File: src/rtl/poly_eval_fire_scheduler_pkg.sv
// poly_eval_fire_scheduler_pkg: mode, opcode and state constants shared by the fire scheduler.
package poly_eval_fire_scheduler_pkg;
  localparam logic [1:0] SETUP_INSTR = 2'b00;
  localparam logic [1:0] INSTR = 2'b01;
  localparam logic [1:0] OUTPUT = 2'b10;
  localparam logic [7:0] STP = 8'd0;
  localparam logic [7:0] EVP = 8'd1;
  localparam logic [7:0] EVB = 8'd2;
  localparam logic [7:0] RST = 8'd3;
  localparam logic [2:0] S_IDLE = 3'd0;
  localparam logic [2:0] S_CHECK_SETUP = 3'd1;
  localparam logic [2:0] S_FIRE_SETUP = 3'd2;
  localparam logic [2:0] S_WAIT_SETUP = 3'd3;
  localparam logic [2:0] S_CHECK_INSTR = 3'd4;
  localparam logic [2:0] S_FIRE_INSTR = 3'd5;
  localparam logic [2:0] S_WAIT_INSTR = 3'd6;
  localparam logic [2:0] S_HALT = 3'd7;
  function automatic int log2(input int v);
    int r;
    r = 0;
    for (int i = 0; i < 31; i++) if ((1 << i) < v) r = i + 1;
    return r;
  endfunction
endpackage

File: src/rtl/poly_eval_fire_scheduler_fire_enable_check.sv
// poly_eval_fire_scheduler_fire_enable_check: per-opcode token/space check for an INSTR firing.
module poly_eval_fire_scheduler_fire_enable_check
  import poly_eval_fire_scheduler_pkg::*;
#(
  parameter int word_size = 16
) (
  input  logic [7:0]           instr,
  input  logic [4:0]           arg2,
  input  logic [word_size-1:0] data_avail,
  input  logic [word_size-1:0] out_free,
  output logic                 enable,
  output logic                 bad_instr
);
  logic [word_size:0] d, f, a;
  assign d = {1'b0, data_avail};
  assign f = {1'b0, out_free};
  assign a = (word_size + 1)'(arg2);
  // d > a is STP's data_avail >= arg2+1; f != 0 covers EVB with arg2 = 0
  assign enable = instr == STP ? d > a :
                  instr == EVP ? d != 0 && f != 0 :
                  instr == EVB ? d >= a && f >= a && f != 0 :
                  instr == RST;
  assign bad_instr = instr > RST;
endmodule

File: src/rtl/poly_eval_fire_scheduler.sv
// poly_eval_fire_scheduler: CFDF parent scheduler alternating SETUP_INSTR/INSTR firings of FSM2 with a watchdog.
module poly_eval_fire_scheduler
  import poly_eval_fire_scheduler_pkg::*;
#(
  parameter int word_size = 16,
  parameter int timeout_cycles = 4096,
  parameter int cnt_width = 16
) (
  input  logic                 clk,
  input  logic                 rst,
  input  logic                 run,
  input  logic [word_size-1:0] pop_cmd,
  input  logic [word_size-1:0] data_avail,
  input  logic [word_size-1:0] out_free,
  input  logic [7:0]           instr,
  input  logic [4:0]           arg2,
  input  logic                 done_fsm2,
  output logic                 start_fsm2,
  output logic [1:0]           next_instr,
  output logic                 busy,
  output logic                 timeout_err,
  output logic                 bad_instr,
  output logic [cnt_width-1:0] fire_count
);
  localparam int ww = log2(timeout_cycles) + 1;
  logic [2:0] state, nxt;
  logic [ww-1:0] wd;
  logic en, bad, expired, waiting;
  poly_eval_fire_scheduler_fire_enable_check #(.word_size(word_size)) u_check (
    .instr(instr), .arg2(arg2), .data_avail(data_avail), .out_free(out_free),
    .enable(en), .bad_instr(bad)
  );
  assign waiting = state == S_WAIT_SETUP || state == S_WAIT_INSTR;
  assign expired = wd == ww'(timeout_cycles - 1);
  always_comb begin
    nxt = state;
    case (state)
      S_IDLE:        nxt = run ? S_CHECK_SETUP : S_IDLE;
      S_CHECK_SETUP: nxt = !run ? S_IDLE : pop_cmd != 0 ? S_FIRE_SETUP : S_CHECK_SETUP;
      S_FIRE_SETUP:  nxt = S_WAIT_SETUP;
      S_WAIT_SETUP:  nxt = done_fsm2 ? S_CHECK_INSTR : expired ? S_HALT : S_WAIT_SETUP;
      S_CHECK_INSTR: nxt = bad ? S_CHECK_SETUP : run && en ? S_FIRE_INSTR : S_CHECK_INSTR;
      S_FIRE_INSTR:  nxt = S_WAIT_INSTR;
      S_WAIT_INSTR:  nxt = done_fsm2 ? S_CHECK_SETUP : expired ? S_HALT : S_WAIT_INSTR;
      default:       nxt = S_HALT;
    endcase
  end
  // outputs decode the next state so they line up with the registered state
  always_ff @(posedge clk or negedge rst)
    if (!rst) begin
      state <= S_IDLE;
      start_fsm2 <= 1'b0;
      next_instr <= SETUP_INSTR;
      busy <= 1'b0;
      timeout_err <= 1'b0;
      bad_instr <= 1'b0;
      fire_count <= '0;
      wd <= '0;
    end else begin
      state <= nxt;
      start_fsm2 <= nxt == S_FIRE_SETUP || nxt == S_FIRE_INSTR;
      busy <= nxt inside {S_FIRE_SETUP, S_WAIT_SETUP, S_FIRE_INSTR, S_WAIT_INSTR};
      next_instr <= nxt == S_FIRE_SETUP ? SETUP_INSTR : nxt == S_FIRE_INSTR ? INSTR : next_instr;
      wd <= nxt == S_FIRE_SETUP || nxt == S_FIRE_INSTR ? '0 : busy ? wd + 1'b1 : wd;
      if (waiting && done_fsm2) fire_count <= fire_count + 1'b1;
      if (waiting && !done_fsm2 && expired) timeout_err <= 1'b1;
      if (state == S_CHECK_INSTR && bad) bad_instr <= 1'b1;
    end
endmodule

File: config.mk
export PLATFORM = sky130hd
export DESIGN_NAME = poly_eval_fire_scheduler
export DESIGN_NICKNAME = d
export VERILOG_FILES = /design/src/rtl/poly_eval_fire_scheduler_pkg.sv /design/src/rtl/poly_eval_fire_scheduler_fire_enable_check.sv /design/src/rtl/poly_eval_fire_scheduler.sv
export SDC_FILE = /design/constraint.sdc
export NUM_CORES = 1
export LEC_CHECK = 0
export CAP_MARGIN = 25
export CORE_MARGIN = 10
export CORE_UTILIZATION = 44
export DETAILED_ROUTE_END_ITERATION = 10
export GPL_TIMING_DRIVEN = 0
export PLACE_DENSITY = 0.88
export RECOVER_POWER = 25
export SLEW_MARGIN = 10
export SYNTH_ARGS = -nofsm -noshare
export SYNTH_HDL_FRONTEND = slang
export SYNTH_SLANG_ARGS = --single-unit
File: constraint.sdc
create_clock -name clk -period 3.32 [get_ports clk]
set_clock_uncertainty 0.2 [all_clocks]
set_input_delay 0.332 -clock clk [delete_from_list [all_inputs] [get_ports clk]]
set_output_delay 0.332 -clock clk [all_outputs]
set_load 0.02 [all_outputs]
== After elaboration in Yosys (flattened, before gate mapping) ==
Index checks and enable logic that the tools add are counted.

* Register bits after elaboration: 38
* Input port bits: 65
* Output and inout port bits: 22
* Word-level logic and storage cells: 64

* Add/subtract/negate cells: 2
* Order comparisons: 4
* Equality and inequality tests: 14
* Muxes and demuxes: 17
* Reduce and logical (&&, ||, !) cells: 19

{| class="wikitable"
|+ Operator list
! cell !! count
|-
| $reduce_bool A17 Y1 || 2
|-
| $ge A16 B5 Y1 || 2
|-
| $mux W13 || 2
|-
| $pmux W3 S7 || 1
|-
| $add A16 B1 Y16 const B || 1
|-
| $eq A8 B2 Y1 const B || 2
|-
| $gt A16 B5 Y1 || 1
|-
| $reduce_bool A16 Y1 || 1
|-
| $eq A3 B3 Y1 const B || 5
|-
| $add A13 B1 Y13 const B || 1
|-
| $eq A13 B12 Y1 const B || 1
|-
| $eq A3 B2 Y1 const B || 4
|-
| $mux W3 || 4
|-
| $eq A8 B1 Y1 const B || 1
|-
| $gt A8 B2 Y1 const B || 1
|-
| $logic_and A1 B1 Y1 || 8
|-
| $logic_not A8 Y1 || 1
|-
| $mux W2 || 4
|-
| $mux W1 || 6
|-
| $reduce_bool A2 Y1 || 2
|-
| $reduce_bool A4 Y1 || 1
|-
| $eq A3 B1 Y1 const B || 1
|-
| $logic_not A3 Y1 || 1
|-
| $logic_or A1 B1 Y1 || 2
|-
| $logic_not A1 Y1 || 1
|}

== Logic depth before layout (Yosys ltp) ==
Gate-level depths: netlist (run 1).

* Word-level depth: 13
* Mapped depth: 9
* Gate-level depth less buffers: 8

== Modules after synthesis ==
From an unflattened synthesis (run 1), not the netlist that was laid out.

* Cells, all modules: 236
* Area total of the unflattened synthesis: 2313.5 µm²

{| class="wikitable"
|+ Modules (own cells, without submodules)
! module !! instances !! cells an instance !! area an instance (µm²) !! seq. area each (µm²)
|-
| poly_eval_fire_scheduler || 1 || 181 || 1904.3 || 925.9
|-
| poly_eval_fire_scheduler_fire_enable_check || 1 || 55 || 409.1 || 0.0
|}

== Worst setup path before layout (run 1) ==
Ideal clock, no wire load.

* Path type: input to register
* Start: input port arg2[2]
* End: register wd[10]
* Library setup time: 0.117 ns
* Arrival: 2.125 ns
* Required time: 3.003 ns
* Path slack: 0.878 ns
* Cell stages on the path: 9
* Path buffers: 1
* Path through: inv_1 ha_1 and4_1 nand3b_1 a211oi_1 or4b_2 nor3_4 buf_6 nor2_2

* Cells in the longest elaborated chain, start to end: 13
* Elaborated cells on any way between the ends: 17
* Classes of those cells: order compare: 3; eq/ne: 2; mux: 7; reduce/logical: 5

{| class="wikitable"
|+ Ends and longest elaborated chain
! what !! RTL line !! text
|-
| from (decl) || poly_eval_fire_scheduler.sv:16 || <nowiki>input logic [4:0] arg2,</nowiki>
|-
| $ge A16 B5 Y1 || poly_eval_fire_scheduler_fire_enable_check.sv:21 || <nowiki>instr == EVB ? d >= a && f >= a && f != 0 :</nowiki>
|-
| $logic_and A1 B1 Y1 (2 in series) || poly_eval_fire_scheduler_fire_enable_check.sv:21 ||
|-
| $mux W1 || poly_eval_fire_scheduler_fire_enable_check.sv:21 ||
|-
| $mux W1 || poly_eval_fire_scheduler_fire_enable_check.sv:20 || <nowiki>instr == EVP ? d != 0 && f != 0 :</nowiki>
|-
| $mux W1 (*) || poly_eval_fire_scheduler_fire_enable_check.sv:19 || <nowiki>assign enable = instr == STP ? d > a :</nowiki>
|-
| $logic_and A1 B1 Y1 (*) || poly_eval_fire_scheduler.sv:42 || <nowiki>S_CHECK_INSTR: nxt = bad ? S_CHECK_SETUP : run && en ? S_FIRE_INSTR : S_CHECK_INSTR;</nowiki>
|-
| $mux W1 (*) || poly_eval_fire_scheduler.sv:42 ||
|-
| $mux W3 (*) || poly_eval_fire_scheduler.sv:42 ||
|-
| $pmux W3 S7 (*) || poly_eval_fire_scheduler.sv:37 || <nowiki>case (state)</nowiki>
|-
| $eq A3 B2 Y1 / $eq A3 B3 Y1 (equally long branches) || poly_eval_fire_scheduler.sv:64 || <nowiki>wd <= nxt == S_FIRE_SETUP || nxt == S_FIRE_INSTR ? '0 : busy ? wd + 1'b1 : wd;</nowiki>
|-
| $logic_or A1 B1 Y1 (*) || poly_eval_fire_scheduler.sv:64 ||
|-
| $mux W13 / $reduce_bool A2 Y1 (equally long branches) || - ||
|-
| to (signal assigned) || poly_eval_fire_scheduler.sv:64 ||
|-
| to (decl) || poly_eval_fire_scheduler.sv:27 || <nowiki>logic [ww-1:0] wd;</nowiki>
|}

Every way passes the cells marked *; elsewhere a longest branch is shown, timed or not.
A chain may end at the register's enable or synchronous reset.

== Worst setup path in the final report (run 1) ==
* Start: input port data_avail[0]
* End: register wd[7]

* Cells in the longest elaborated chain, start to end: 13
* Elaborated cells on any way between the ends: 18
* Classes of those cells: order compare: 2; eq/ne: 2; mux: 7; reduce/logical: 7

{| class="wikitable"
|+ Ends and longest elaborated chain
! what !! RTL line !! text
|-
| from (decl) || poly_eval_fire_scheduler.sv:13 || <nowiki>input logic [word_size-1:0] data_avail,</nowiki>
|-
| $ge A16 B5 Y1 || poly_eval_fire_scheduler_fire_enable_check.sv:21 ||
|-
| $logic_and A1 B1 Y1 (2 in series) || poly_eval_fire_scheduler_fire_enable_check.sv:21 ||
|-
| $mux W1 || poly_eval_fire_scheduler_fire_enable_check.sv:21 ||
|-
| $mux W1 || poly_eval_fire_scheduler_fire_enable_check.sv:20 ||
|-
| $mux W1 (*) || poly_eval_fire_scheduler_fire_enable_check.sv:19 ||
|-
| $logic_and A1 B1 Y1 (*) || poly_eval_fire_scheduler.sv:42 ||
|-
| $mux W1 (*) || poly_eval_fire_scheduler.sv:42 ||
|-
| $mux W3 (*) || poly_eval_fire_scheduler.sv:42 ||
|-
| $pmux W3 S7 (*) || poly_eval_fire_scheduler.sv:37 ||
|-
| $eq A3 B2 Y1 / $eq A3 B3 Y1 (equally long branches) || poly_eval_fire_scheduler.sv:64 ||
|-
| $logic_or A1 B1 Y1 (*) || poly_eval_fire_scheduler.sv:64 ||
|-
| $mux W13 / $reduce_bool A2 Y1 (equally long branches) || - ||
|}

Marked as above.

==> results of run 1 <==
## state kept, by name, summed over array words and instances, names as in the netlist
name and flops:
fire_count 16, wd 13, next_instr 1, state 3, bad_instr 1, busy 1, start_fsm2 1, timeout_err 1
## where the power goes
group | switching, mW | internal (mW)
sequential | 0.0748 | 0.529
combinational | 0.324 | 0.308
clock | 0.158 | 0.245
total | 0.557 | 1.08
## cell type report
| class | count | area (sq um) | share of cell area, % |
|---|---|---|---|
| multi-input combinational | 183 | 1270 | 38.0 |
| tap | 70 | 87.6 | 2.63 |
| inverter | 13 | 48.8 | 1.46 |
| sequential | 37 | 926 | 27.8 |
| buffer | 6 | 36.3 | 1.09 |
| clock buffer | 7 | 86.3 | 2.59 |
| clock inverter | 1 | 30.0 | 0.900 |
| timing repair buffer | 86 | 855 | 25.6 |
## metal layers
layer	vias up	part of all wire [%]	routed length, um	track usage, %
li1	1026	-	-	-
met1	979	38	2400	16.4
met2	39	56	3520	25.8
met3	8	4.2	264	3.10
met4	0	1.3	79	5.40
met5	-	0	0	0
## timing repair
action | in CTS | in global routing
hold buffers | 1 | 0
setup buffers | 0 | 0
endpoints found under the hold margin | 37 | 0
## kinds of logic after synthesis
logic type	Yosys count	share of synthesized area (%)
and+or+nand+nor	110	26.5
DFF	37	40.6
AOI/OAI and AO/OA	29	10.2
xor gates and xnor gates	28	10.8
buffers and inverters	19	3.79
adders and majority gates	12	6.59
muxes	3	1.43
other	1	0.165
## worst min-delay path, cell delays in order (launching register included)
cell,delay (ns)
dfrtp_1,0.35
inv_1,0.04
o41ai_1,0.05
## per-stage QoR
step                      utilization, %  total power, mW  area [sq um]  std cells
final                               65.7             1.64          3340        403
after global routing                65.7             1.74          3340        403
after CTS                           65.8             1.65          3340        403
after global placement              63.4             1.21          3220        394
after detailed placement            63.3             1.24          3210        394
after floorplan                        -            0.971          2280        239
## synth_stat cells, types with 3 or more instances
cell	instances	area, sq um
dfrtp_1	37	926
nand2_1	28	105
xnor2_1	21	184
nor2_1	16	60.1
inv_1	13	48.8
ha_1	12	150
nor2_2	10	62.6
nand4_1	9	56.3
nand3_1	7	35.0
or4_1	7	52.6
xor2_1	7	61.3
nand2b_1	6	37.5
and3_1	5	31.3
nor4_1	5	31.3
a21oi_1	3	15.0
buf_2	3	15.0
nor2b_1	3	18.8
nor3_1	3	15.0
o21a_1	3	22.5
o21ai_0	3	15.0
## worst paths after layout
kind                                               from                          to  cells after the start
worst min register to register  timeout_err$_DFFE_PN0P_     timeout_err$_DFFE_PN0P_                      2
min in group asynchronous                           rst  fire_count[12]$_DFFE_PN0P_                      2
worst min-delay path            timeout_err$_DFFE_PN0P_     timeout_err$_DFFE_PN0P_                      2
worst max-delay path                      data_avail[0]           wd[7]$_DFFE_PN0P_                     10
max in group asynchronous                           rst   fire_count[4]$_DFFE_PN0P_                      2
worst max register to register        wd[0]$_DFFE_PN0P_           wd[7]$_DFFE_PN0P_                      8
==> flow_summary.json, run 1 <==
{
  "grt_pass1_wl_mm": 10.0,
  "ir_worst_vdd_v": 0.000321,
  "crit_chain": "clkdlybuf4s50_1 > inv_1 > ha_1 > and4_1 > nand3b_1 > a211oi_1 > or4b_2 > nor3_4 > buf_6 > nor2_2",
  "synth-seq-cells": 37,
  "die_area_sq_mm": 0.00846,
  "num_vias": 2052,
  "antennaDiodeCount": 0,
  "p_per_area_mw_per_mm2": 491,
  "core_area_sq_mm": 0.00507,
  "slowest_stage": "or4b_2",
  "insertion_delay_ns": 0.29,
  "maxSlewViolCount": 38,
  "cts.reportedPaths.clkPinSlew_ns": 0.07,
  "final_common_cell": "clkdlybuf4s50_1",
  "tightest_slew_ns": 1.90,
  "drt-initial-drc-count": 69,
  "cap_violations": 1,
  "start_util_pct": 44.9,
  "reg2reg_setup_slack_ns": 0.60,
  "hold_class": "reg -> reg",
  "dp_worst_setup_slack_ns": 0.244,
  "start_kind": "input pin",
  "path_delay_family": "simple AND/OR/NAND/NOR gates",
  "layout_min_cycle_time_ns": 2.76,
  "syn_area_sq_mm": 0.00228,
  "synth_async_sr_flop_share_pct": 100,
  "worstPathArrival_ns": 2.75,
  "cts_tree": "done",
  "io_buffer_count": 85,
  "grt_usage_pct": 14.4,
  "grt_max_degree": 38,
  "die_h_um": 92.0,
  "timing.hold.ws_ns": 0.274,
  "wl_per_cell_um": 15.5,
  "syn_nets": 316,
  "postRouteWirelength_mm": 6.26,
  "final.setup.tns_ns": 0,
  "worstSetupPathType": "in -> reg",
  "outcome": "finished with violations",
  "area_growth_pct": 46.4,
  "std_cell_rows": 26,
  "violations": "capacitance limit, slew limit",
  "hold_viol_final": 0,
  "grt_overflow": 0,
  "ys.flop_type": "dfrtp_1",
  "crit_required_ns": 3.31,
  "yosys_warnings": 0,
  "synthDistinctLibCells": 54,
  "nNetsFinal": 409,
  "dr.pass1.iters": 4,
  "synth_cells": 239,
  "first_global_vias": 2096,
  "setup_viol": 0,
  "slowest_delay_ns": 0.68,
  "routabilityCongestion": 0.778,
  "io_pins": 87,
  "die_width_um": 92.0,
  "avgSynthCellArea_sq_um": 9.53,
  "detailed_place_hpwl_mm": 5.18,
  "end_kind": "flip-flop",
  "nFillCells": 427,
  "cts.sinks": 37,
  "synth-edff-count": 0,
  "p_leak_nw": 1.40,
  "cts_buffers": 5,
  "setup_slack_ns": 0.556,
  "ys_seq_area_share_pct": 40.6,
  "h-tree-depth": 2,
  "cp_max_fo": 10,
  "fmax_mhz": 362,
  "cp_num_buf_inv": 3,
  "clockBufferDepth": 2,
  "drc": 0,
  "slew_headroom_pct": -26.5,
  "antenna_found_initial": 0,
  "cts-root-buf": "clkbuf_8",
  "rsz0062_at_grt": "no",
  "postRouteAntennaNets": 0,
  "cts_resized": 0,
  "drive_gt1_share_pct": 9.31,
  "final_cell_mix": "clkdlybuf4s50_1 (84), dfrtp_1 (37), nand2_1 (28), xnor2_1 (21), nor2_1 (16)",
  "period_share_pct": 83.3,
  "via_per_inst": 5.09
}
(Power assumes the default switching activity.)
==> inputs of run 2 (changes only) <==
==> constraint.sdc (replaced) <==
create_clock -name clk -period 2.55 [get_ports clk]
set_clock_uncertainty 0.2 [all_clocks]
set_input_delay 0.255 -clock clk [delete_from_list [all_inputs] [get_ports clk]]
set_output_delay 0.255 -clock clk [all_outputs]
set_load 0.02 [all_outputs]
==> flow_summary.json, run 2 (synthesized netlist as in run 1, its figures left out) <==
{
  "cts.reportedPaths.clkPinSlew_ns": 0.07,
  "grt_max_degree": 38,
  "p_clk_share_pct": 23.7,
  "reg_top3": "fire_count: 16 flops, wd: 13 flops, state: 3 flops",
  "core_area_sq_mm": 0.00507,
  "die_h_um": 92.0,
  "drc": 0,
  "slew_headroom_pct": 40.8,
  "die_area_sq_mm": 0.00846,
  "nNetsFinal": 412,
  "io_pins": 87,
  "layout_min_cycle_time_ns": 2.51,
  "start_util_pct": 44.9,
  "power_frac_comb_pct": 40.7,
  "postRouteWirelength_mm": 6.53,
  "first_global_vias": 2120,
  "start_kind": "input pin",
  "p_sw_share_pct": 34.6,
  "insertion_delay_ns": 0.29,
  "antenna_found_initial": 0,
  "hold_class": "reg -> reg",
  "reg2reg_setup_slack_ns": 0.14,
  "slowest_stage": "or4_4",
  "p_total_mw": 2.21,
  "largest_reg_flops": 16,
  "p_per_area_mw_per_mm2": 646,
  "std_cell_rows": 26,
  "maxSlewViolCount": 0,
  "dr.pass1.iters": 4,
  "reg2reg_from": "wd[0]$_DFFE_PN0P_",
  "period_share_pct": 98.4,
  "p_seq_share_pct": 35.6,
  "drive_gt1_share_pct": 12.5,
  "tightest_slew_ns": 0.887,
  "cts.sinks": 37,
  "ir_worst_vdd_v": 0.000481,
  "cap_violations": 0,
  "drt-initial-drc-count": 80,
  "switching_power_uw": 765,
  "crit_chain": "clkdlybuf4s50_1 > or4_4 > or4b_4 > nor4_4 > or4b_4 > nor3_4 > buf_4 > a21o_1",
  "nFillCells": 408,
  "cts-root-buf": "clkbuf_8",
  "final_cell_mix": "clkdlybuf4s50_1 (82), dfrtp_1 (37), nand2_1 (28), xnor2_1 (21), nor2_1 (16)",
  "grt_pass1_wl_mm": 10.2,
  "end_kind": "flip-flop",
  "die_width_um": 92.0,
  "slowest_delay_ns": 0.53,
  "io_buffer_count": 85,
  "hold_viol_final": 0,
  "worstSetupPathType": "in -> reg",
  "cts_tree": "done",
  "clockBufferDepth": 2,
  "setup_viol": 0,
  "routabilityCongestion": 0.778,
  "crit_required_ns": 2.54,
  "postRouteAntennaNets": 0,
  "wl_per_cell_um": 16.1,
  "cp_max_fo": 3,
  "reg2regPathDepth": 8,
  "antennaDiodeCount": 0,
  "fmax_mhz": 398,
  "worstPathArrival_ns": 2.50,
  "worstSetupEndpoint": "next_instr[0]$_DFFE_PN0N_",
  "final_common_cell": "clkdlybuf4s50_1",
  "h-tree-depth": 2,
  "grt_usage_pct": 14.7,
  "final.setup.tns_ns": 0,
  "num_vias": 2095,
  "via_per_inst": 5.16,
  "area_growth_pct": 50.1,
  "cts_buffers": 5,
  "grt_overflow": 0,
  "outcome": "completed",
  "worstSetupStartpoint": "out_free[2]",
  "p_leak_nw": 1.48,
  "worst_r2r_endpoint": "wd[7]$_DFFE_PN0P_",
  "power.internal_mw": 1.44,
  "cpMostUsedCell": "or4b_4",
  "detailed_place_hpwl_mm": 5.18,
  "top_register": "fire_count"
}
## run 2: changes by cell type in the layout (fill, tap and decap cells not counted), moves of 2 or more
cell	delta
or4_1	-2
or4_4	+2
buf_4	+3
clkbuf_2	+2
clkdlybuf4s50_1	-2
dlymetal6s2s_1	+2
clkbuf_1	-3
or4b_4	+2
## run 2: final cells by class
| cell class | count | area [sq um] | area share (%) |
|---|---|---|---|
| Buffer | 6 | 38.8 | 1.13 |
| Clock buffer | 7 | 86.3 | 2.52 |
| Clock inverter | 1 | 30.0 | 0.878 |
| Inverter | 13 | 48.8 | 1.43 |
| Multi-Input combinational cell | 183 | 1320 | 38.6 |
| Sequential cell | 37 | 926 | 27.1 |
| Tap cell | 70 | 87.6 | 2.56 |
| Timing Repair Buffer | 89 | 883 | 25.8 |
## run 2: per-layer routing
| metal | GRT usage, % | up-vias | routed length [um] | share of wire (%) |
|---|---|---|---|---|
| li1 | - | 1031 | - | - |
| met1 | 16.6 | 1013 | 2590 | 40 |
| met2 | 26.3 | 43 | 3630 | 56 |
| met3 | 3.10 | 8 | 226 | 3.5 |
| met4 | 5.66 | 0 | 79 | 1.2 |
| met5 | 0 | - | 0 | 0 |
## run 2: worst max-delay path, delay by kind of cell
family	cells	cell delay, ns
simple gates	5	1.53
buf+inv	2	0.56
compound gates	1	0.14
## run 2: worst min path at each step
stage                                  from                        end  cells after the start
finish              timeout_err$_DFFE_PN0P_    timeout_err$_DFFE_PN0P_                      2
global route        timeout_err$_DFFE_PN0P_    timeout_err$_DFFE_PN0P_                      2
CTS                 timeout_err$_DFFE_PN0P_    timeout_err$_DFFE_PN0P_                      2
detailed placement                      rst  fire_count[5]$_DFFE_PN0P_                      1
global placement    timeout_err$_DFFE_PN0P_    timeout_err$_DFFE_PN0P_                      2
floorplan                               rst      bad_instr$_DFFE_PN0P_                      0
## run 2: timing repair
item,in CTS,in global routing
gates resized for setup,5,8
hold endpoints to repair,37,0
endpoints found under the setup margin,12,18
buffers inserted,2,1
hold buffers,1,0
gates cloned,0,0
pin swaps,4,5
## run 2: metrics by stage
stage | setup WS [ns] | hold WS, ns | utilization [%] | std cells | area [sq um]
after global routing | -0.0109 | 0.314 | 67.4 | 406 | 3420
after floorplan | 0.157 | -0.241 | - | 239 | 2280
after global placement | -0.420 | 0.256 | 63.4 | 394 | 3220
final | 0.0401 | 0.278 | 67.4 | 406 | 3420
after CTS | 0.00204 | 0.285 | 66.4 | 405 | 3370
after detailed placement | -0.449 | 0.191 | 63.3 | 394 | 3210
## run 2: power groups by stage
stage | clock, mW | sequential (mW) | combinational (mW)
final | 0.523 | 0.787 | 0.898
after global routing | 0.565 | 0.799 | 0.963
after CTS | 0.531 | 0.786 | 0.851
after detailed placement | 0 | 0.794 | 0.821
after global placement | 0 | 0.789 | 0.784
after floorplan | 0 | 0.843 | 0.421
